**config.mk**
```make
export PLATFORM = sky130hd
export DESIGN_NAME = fsic_io_serdes_tx_lane
export DESIGN_NICKNAME = d
export VERILOG_FILES = /design/src/rtl/fsic_io_serdes_tx_lane.sv
export SDC_FILE = /design/constraint.sdc
export NUM_CORES = 1
export LEC_CHECK = 0
export CORE_UTILIZATION = 57
export CTS_CLUSTER_SIZE = 10
export DETAILED_ROUTE_END_ITERATION = 10
export MAX_ROUTING_LAYER = met4
export PLACE_DENSITY = 0.79
export SYNTH_ARGS = -nofsm -noshare
export SYNTH_HDL_FRONTEND = slang
export SYNTH_SLANG_ARGS = --single-unit
```
**constraint.sdc**
```tcl
create_clock -name ioclk -period 3.4 [get_ports ioclk]
set_clock_uncertainty 0.2 [all_clocks]
set_input_delay 0.51 -clock ioclk [delete_from_list [all_inputs] [get_ports ioclk]]
set_output_delay 0.51 -clock ioclk [all_outputs]
set_load 0.005 [all_outputs]
```
**src/rtl/fsic_io_serdes_tx_lane.sv**
```systemverilog
// TX serializer lane for the FSIC chip-to-chip link: buffers AXIS beats in a small FIFO and
// shifts each beat out over pCLK_RATIO ioclk phases with link training and remote flow control.
module fsic_io_serdes_tx_lane #(
  parameter int pDATA_WIDTH   = 32,
  parameter int pCLK_RATIO    = 4,
  parameter int pTXFIFO_DEPTH = 4,
  parameter int pTRAIN_FRAMES = 8,
  localparam int pSERIALIO_WIDTH = pDATA_WIDTH / pCLK_RATIO + 4
) (
  input  logic                       ioclk,
  input  logic                       axis_rst,
  input  logic                       txen_ctl,
  input  logic                       remote_tready,
  input  logic                       local_rx_ready,
  input  logic [pDATA_WIDTH-1:0]     s_tdata,
  input  logic [pDATA_WIDTH/8-1:0]   s_tstrb,
  input  logic [pDATA_WIDTH/8-1:0]   s_tkeep,
  input  logic [1:0]                 s_tid,
  input  logic [1:0]                 s_tuser,
  input  logic                       s_tlast,
  input  logic                       s_tvalid,
  output logic                       s_tready,
  output logic [pSERIALIO_WIDTH-1:0] serial_txd,
  output logic                       txen,
  output logic [1:0]                 link_state,
  output logic [31:0]                tx_frame_cnt
);

  localparam int NL = pDATA_WIDTH / pCLK_RATIO;
  localparam int SB = pDATA_WIDTH / 8;
  localparam int PW = $clog2(pCLK_RATIO);
  localparam int AW = (pTXFIFO_DEPTH > 2) ? $clog2(pTXFIFO_DEPTH) : 1;
  localparam int CW = (pTRAIN_FRAMES > 1) ? $clog2(pTRAIN_FRAMES) : 1;

  localparam logic [1:0] ST_IDLE  = 2'd0;
  localparam logic [1:0] ST_TRAIN = 2'd1;
  localparam logic [1:0] ST_RUN   = 2'd2;

  typedef struct packed {
    logic [pDATA_WIDTH-1:0] data;
    logic [SB-1:0]          strb;
    logic [SB-1:0]          keep;
    logic [3:0]             idu;
    logic                   last;
  } beat_t;

  typedef struct packed {
    beat_t beat;
    logic  valid;
    logic  ready;
    logic  parity;
  } frame_t;

  // Parity makes the XOR over every transmitted bit of the frame come out to zero.
  function automatic frame_t makeFrame(input beat_t b, input logic valid, input logic ready);
    frame_t f;
    f.beat   = b;
    f.valid  = valid;
    f.ready  = ready;
    f.parity = ^{b, valid, ready};
    return f;
  endfunction

  function automatic beat_t trainBeat();
    beat_t b;
    b = '0;
    for (int j = 0; j < NL; j++) b.data[j*pCLK_RATIO] = 1'b1;
    return b;
  endfunction

  logic [1:0]    state_q, state_d;
  logic [PW-1:0] ph_q, ph_d;
  logic [CW-1:0] trainCnt_q, trainCnt_d;
  frame_t        frame_q, frame_d;
  logic [31:0]   frameCnt_q;
  beat_t         mem_q [pTXFIFO_DEPTH];
  logic [AW-1:0] wrPtr_q, rdPtr_q;
  logic [AW:0]   count_q;
  logic          full, empty, push, pop, boundary;
  beat_t         inBeat;
  frame_t        trainFrame;

  assign full     = (count_q == (AW+1)'(pTXFIFO_DEPTH));
  assign empty    = (count_q == '0);
  assign s_tready = !axis_rst && !full;
  assign push     = s_tvalid && s_tready;
  assign inBeat   = '{data: s_tdata, strb: s_tstrb, keep: s_tkeep,
                      idu: {s_tid, s_tuser}, last: s_tlast};
  assign boundary   = (ph_q == PW'(pCLK_RATIO - 1));
  assign trainFrame = makeFrame(trainBeat(), 1'b0, local_rx_ready);

  always_ff @(posedge ioclk) begin
    if (push) mem_q[wrPtr_q] <= inBeat;
  end

  always_ff @(posedge ioclk) begin
    if (axis_rst) begin
      wrPtr_q <= '0;
      rdPtr_q <= '0;
      count_q <= '0;
    end else begin
      if (push) wrPtr_q <= (wrPtr_q == AW'(pTXFIFO_DEPTH - 1)) ? '0 : wrPtr_q + AW'(1);
      if (pop)  rdPtr_q <= (rdPtr_q == AW'(pTXFIFO_DEPTH - 1)) ? '0 : rdPtr_q + AW'(1);
      count_q <= count_q + (AW+1)'(push) - (AW+1)'(pop);
    end
  end

  // Frame decisions happen only at the last phase so a frame is never cut short.
  always_comb begin
    state_d    = state_q;
    ph_d       = ph_q;
    trainCnt_d = trainCnt_q;
    frame_d    = frame_q;
    pop        = 1'b0;
    case (state_q)
      ST_IDLE: begin
        ph_d       = '0;
        trainCnt_d = '0;
        frame_d    = '0;
        if (txen_ctl) begin
          state_d = ST_TRAIN;
          frame_d = trainFrame;
        end
      end
      ST_TRAIN, ST_RUN: begin
        ph_d = ph_q + PW'(1);
        if (boundary) begin
          if (!txen_ctl) begin
            state_d = ST_IDLE;
            ph_d    = '0;
            frame_d = '0;
          end else if (state_q == ST_TRAIN && trainCnt_q != CW'(pTRAIN_FRAMES - 1)) begin
            trainCnt_d = trainCnt_q + CW'(1);
            frame_d    = trainFrame;
          end else begin
            state_d = ST_RUN;
            if (!empty && remote_tready) begin
              pop     = 1'b1;
              frame_d = makeFrame(mem_q[rdPtr_q], 1'b1, local_rx_ready);
            end else begin
              frame_d = makeFrame('0, 1'b0, local_rx_ready);
            end
          end
        end
      end
      default: begin
        state_d = ST_IDLE;
        ph_d    = '0;
        frame_d = '0;
      end
    endcase
  end

  always_ff @(posedge ioclk) begin
    if (axis_rst) begin
      state_q    <= ST_IDLE;
      ph_q       <= '0;
      trainCnt_q <= '0;
      frame_q    <= '0;
      frameCnt_q <= '0;
    end else begin
      state_q    <= state_d;
      ph_q       <= ph_d;
      trainCnt_q <= trainCnt_d;
      frame_q    <= frame_d;
      if (pop) frameCnt_q <= frameCnt_q + 32'd1;
    end
  end

  logic [pCLK_RATIO-1:0]      strbPad, keepPad, iduPad;
  logic [pSERIALIO_WIDTH-1:0] phaseLanes [pCLK_RATIO];

  assign strbPad = pCLK_RATIO'(frame_q.beat.strb);
  assign keepPad = pCLK_RATIO'(frame_q.beat.keep);
  assign iduPad  = pCLK_RATIO'(frame_q.beat.idu);

  // Lane order: data lanes, then tstrb, tkeep, tid/tuser, fc.
  always_comb begin
    for (int p = 0; p < pCLK_RATIO; p++) begin
      phaseLanes[p] = '0;
      for (int j = 0; j < NL; j++) phaseLanes[p][j] = frame_q.beat.data[j*pCLK_RATIO+p];
      phaseLanes[p][NL]   = strbPad[p];
      phaseLanes[p][NL+1] = keepPad[p];
      phaseLanes[p][NL+2] = iduPad[p];
    end
    phaseLanes[0][NL+3]            = frame_q.ready;
    phaseLanes[1][NL+3]            = frame_q.valid;
    phaseLanes[2][NL+3]            = frame_q.beat.last;
    phaseLanes[pCLK_RATIO-1][NL+3] = frame_q.parity;
  end

  assign serial_txd   = (state_q == ST_IDLE) ? '0 : phaseLanes[ph_q];
  assign txen         = (state_q != ST_IDLE);
  assign link_state   = state_q;
  assign tx_frame_cnt = frameCnt_q;

endmodule
```
==> metrics.csv <==
metric,value,unit
outcome,"complete, no violations",
initial_core_util,59.0,%
wl_per_cell,19.8,microns
portBuffers,98,
antenna_found_initial,0,
post-place-ws,0.261,ns
crit_top_cell,inv_1,
yosysSeqAreaShare,65.3,%
crit_required,2.69,ns
setup_ws,0.155,ns
drtAntennaViolNets,0,
hpwl,14.2,mm
cts_tree,yes,
synth_top_area_share,48.2,%
powerDensity,542,nW/um^2
grt_max_degree,95,
layout_common_cells,"180 x edfxtp_1, 97 x clkdlybuf4s50_1, 94 x dfxtp_1",
setup_viol,0,
ys_ff_latch,276,
core-area,19000,sq um
viasPerCell,5.83,
synthTopCellsByArea,"edfxtp_1 48%, dfxtp_1 17%, mux4_2 11%",
drv_slew,0,
max_freq,0.308,GHz
hold_viol,0,
netlist.top_cell.by_area,edfxtp_1,
final_common_cell,edfxtp_1,
grt_usage,24.2,%
period_share,95.5,%
drtPass1Iterations,5,
setup_tns,0,ns
post_cts_buffers,0,
nNetsFinal,932,
io_pins,99,
ctsHoldBuffers,0,
clock-root-buffer,clkbuf_16,
n_antenna_cell,0,
dieArea,20200,sq um
cts_made_buffers,31,
crit_buf_inv,3,
path_cells,inv_1 > ha_1 > inv_1 > and2_1 > clkdlybuf4s50_1,
wirelength,22.8,mm
cts_max_level,1,
syn_to_final_growth,19.4,%
maxSlewHeadroom,34.3,%
crit_type,reg -> out,
drt_iter0_drc,494,
crit_fanout,15,
worstPathArrival,2.54,ns
synth_area,11200,sq um
worstMarginPinSlew,0.986,ns
path_clk_slew,0.06,ns
hold-worst-slack,0.287,ns
synth_cell_types,48,
hp-class,reg -> reg,
yosysWarnings,0,
rsz0062_at_grt,no,
grt_pass1_wl,36.1,mm
seqCellArea,7330,sq um
gp_congestion,0.842,
drive_above_1_share,14.0,%
drv_cap,0,
syn_area_per_cell,14.8,sq um
dr_total_vias,6709,
crit_path_end_kind,output port,
ctsResizeCount,0,
grt_overflow,0,
clockBufferDepth,3,
finalCriticalPeriod,3.25,ns
die_h,142,microns
fp.dieW,142,microns
clk_latency,0.55,ns
drc_errors,0,
multi_input_area,3620,sq um
crit_family,buffers and inverters,
grt_pass1_vias,6903,
synth_nets,823,
max_stage_delay,0.53,ns
fillCellCount,1240,
leakagePower,4.39,nW
critPathLaunchType,flip-flop,
slowest_stage,clkdlybuf4s50_1,
num_rows,50,
irDropWorstVdd,0.508,mV
synth_cells,757,
clock_sinks,276,
worst reg2reg max path, delay by kind of cell, from the launching register on:
family                    cells  cell delay, ns
DFF                           1            0.35
xor gates and xnor gates      5            1.23
AOI/OAI and AO/OA             1            0.07
buffers and inverters         1            0.28
muxes                         1            0.59
and+or+nand+nor               1            0.08
cell type report:
type                            count  area share, %
Clock inverter                      1         0.0654
Sequential cell                   276           54.7
Multi-Input combinational cell    424           27.1
Tap cell                          260           2.43
Clock buffer                       56           6.57
Timing Repair Buffer              116           8.67
Inverter                           17          0.476
worst paths after layout:
kind	cells past startpoint	endpoint	slack [ns]	from
min reg2reg	2	trainCnt_q[2]	0.29	trainCnt_q[2]
min	2	trainCnt_q[2]	0.29	trainCnt_q[2]
max	5	serial_txd[5]	0.15	link_state[0]
max reg2reg	9	frame_q[0]	0.44	flip-flop
cells by family (layout without fill, tap and decap cells):
group	count (synthesis)	in the layout	share of synthesized area, %
flops	276	276	65.3
compound gates	88	88	4.95
simple gates	192	192	8.14
mux	58	58	11.5
xor+xnor	71	71	5.80
buf+inv	57	190	2.52
fa+ha+maj	15	15	1.74
where the power goes:
| part | switching (mW) | internal (mW) |
|---|---|---|
| Sequential | 0.0308 | 3.68 |
| Combinational | 0.314 | 0.298 |
| Clock | 1.21 | 1.72 |
| Total | 1.56 | 5.70 |
flip-flops by register name, summed over array words and instances (netlist names), named ones only:
signal	flops
iduPad	4
mem_q	180
ph_q	2
frame_q	36
strbPad	4
count_q	3
wrPtr_q	2
tx_frame_cnt	32
rdPtr_q	2
keepPad	4
link_state	2
trainCnt_q	3
per-stage QoR:
stage	utilization (%)	std cells	cell area (sq um)	power, mW
after floorplan	-	757	11200	4.16
after CTS	70.4	1150	13400	7.30
after global routing	70.4	1150	13400	7.49
after detailed placement	65.8	1093	12500	4.38
final	70.4	1150	13400	7.25
after global placement	65.8	1093	12500	4.36
cell usage after synthesis (all sizes together):
library cell  instances
and3                  9
clkinv                1
a31oi                 1
nor3b                 1
or3                   8
nand3                16
edfxtp              180
nand4b                1
o21a                  1
buf                  18
nor2b                 6
o32a                  1
nor2                 88
a22oi                38
xor2                 22
dfxtp                96
mux2                  1
and3b                 2
o21ai                 9
xnor2                48
a21oi                34
nand2b                2
nand4                 7
clkbuf               22
fa                    1
nor3                 10
and2                 14
o31a                  1
and4                  2
a21boi                1
mux4                 57
o31ai                 2
nor4                  2
ha                   14
xnor3                 1
or2                   2
inv                  16
nand2                22
per-layer routing:
metal  part of all wire, %  vias to the layer above  global-route usage (%)
met5                     0                        -                       -
met4                   2.3                        0                    7.70
met3                   6.4                       48                    3.50
met2                    51                      267                    40.7
met1                    41                     3342                    30.5
li1                      -                     3052                       -
No activity file was read; power rests on OpenSTA's default activity.
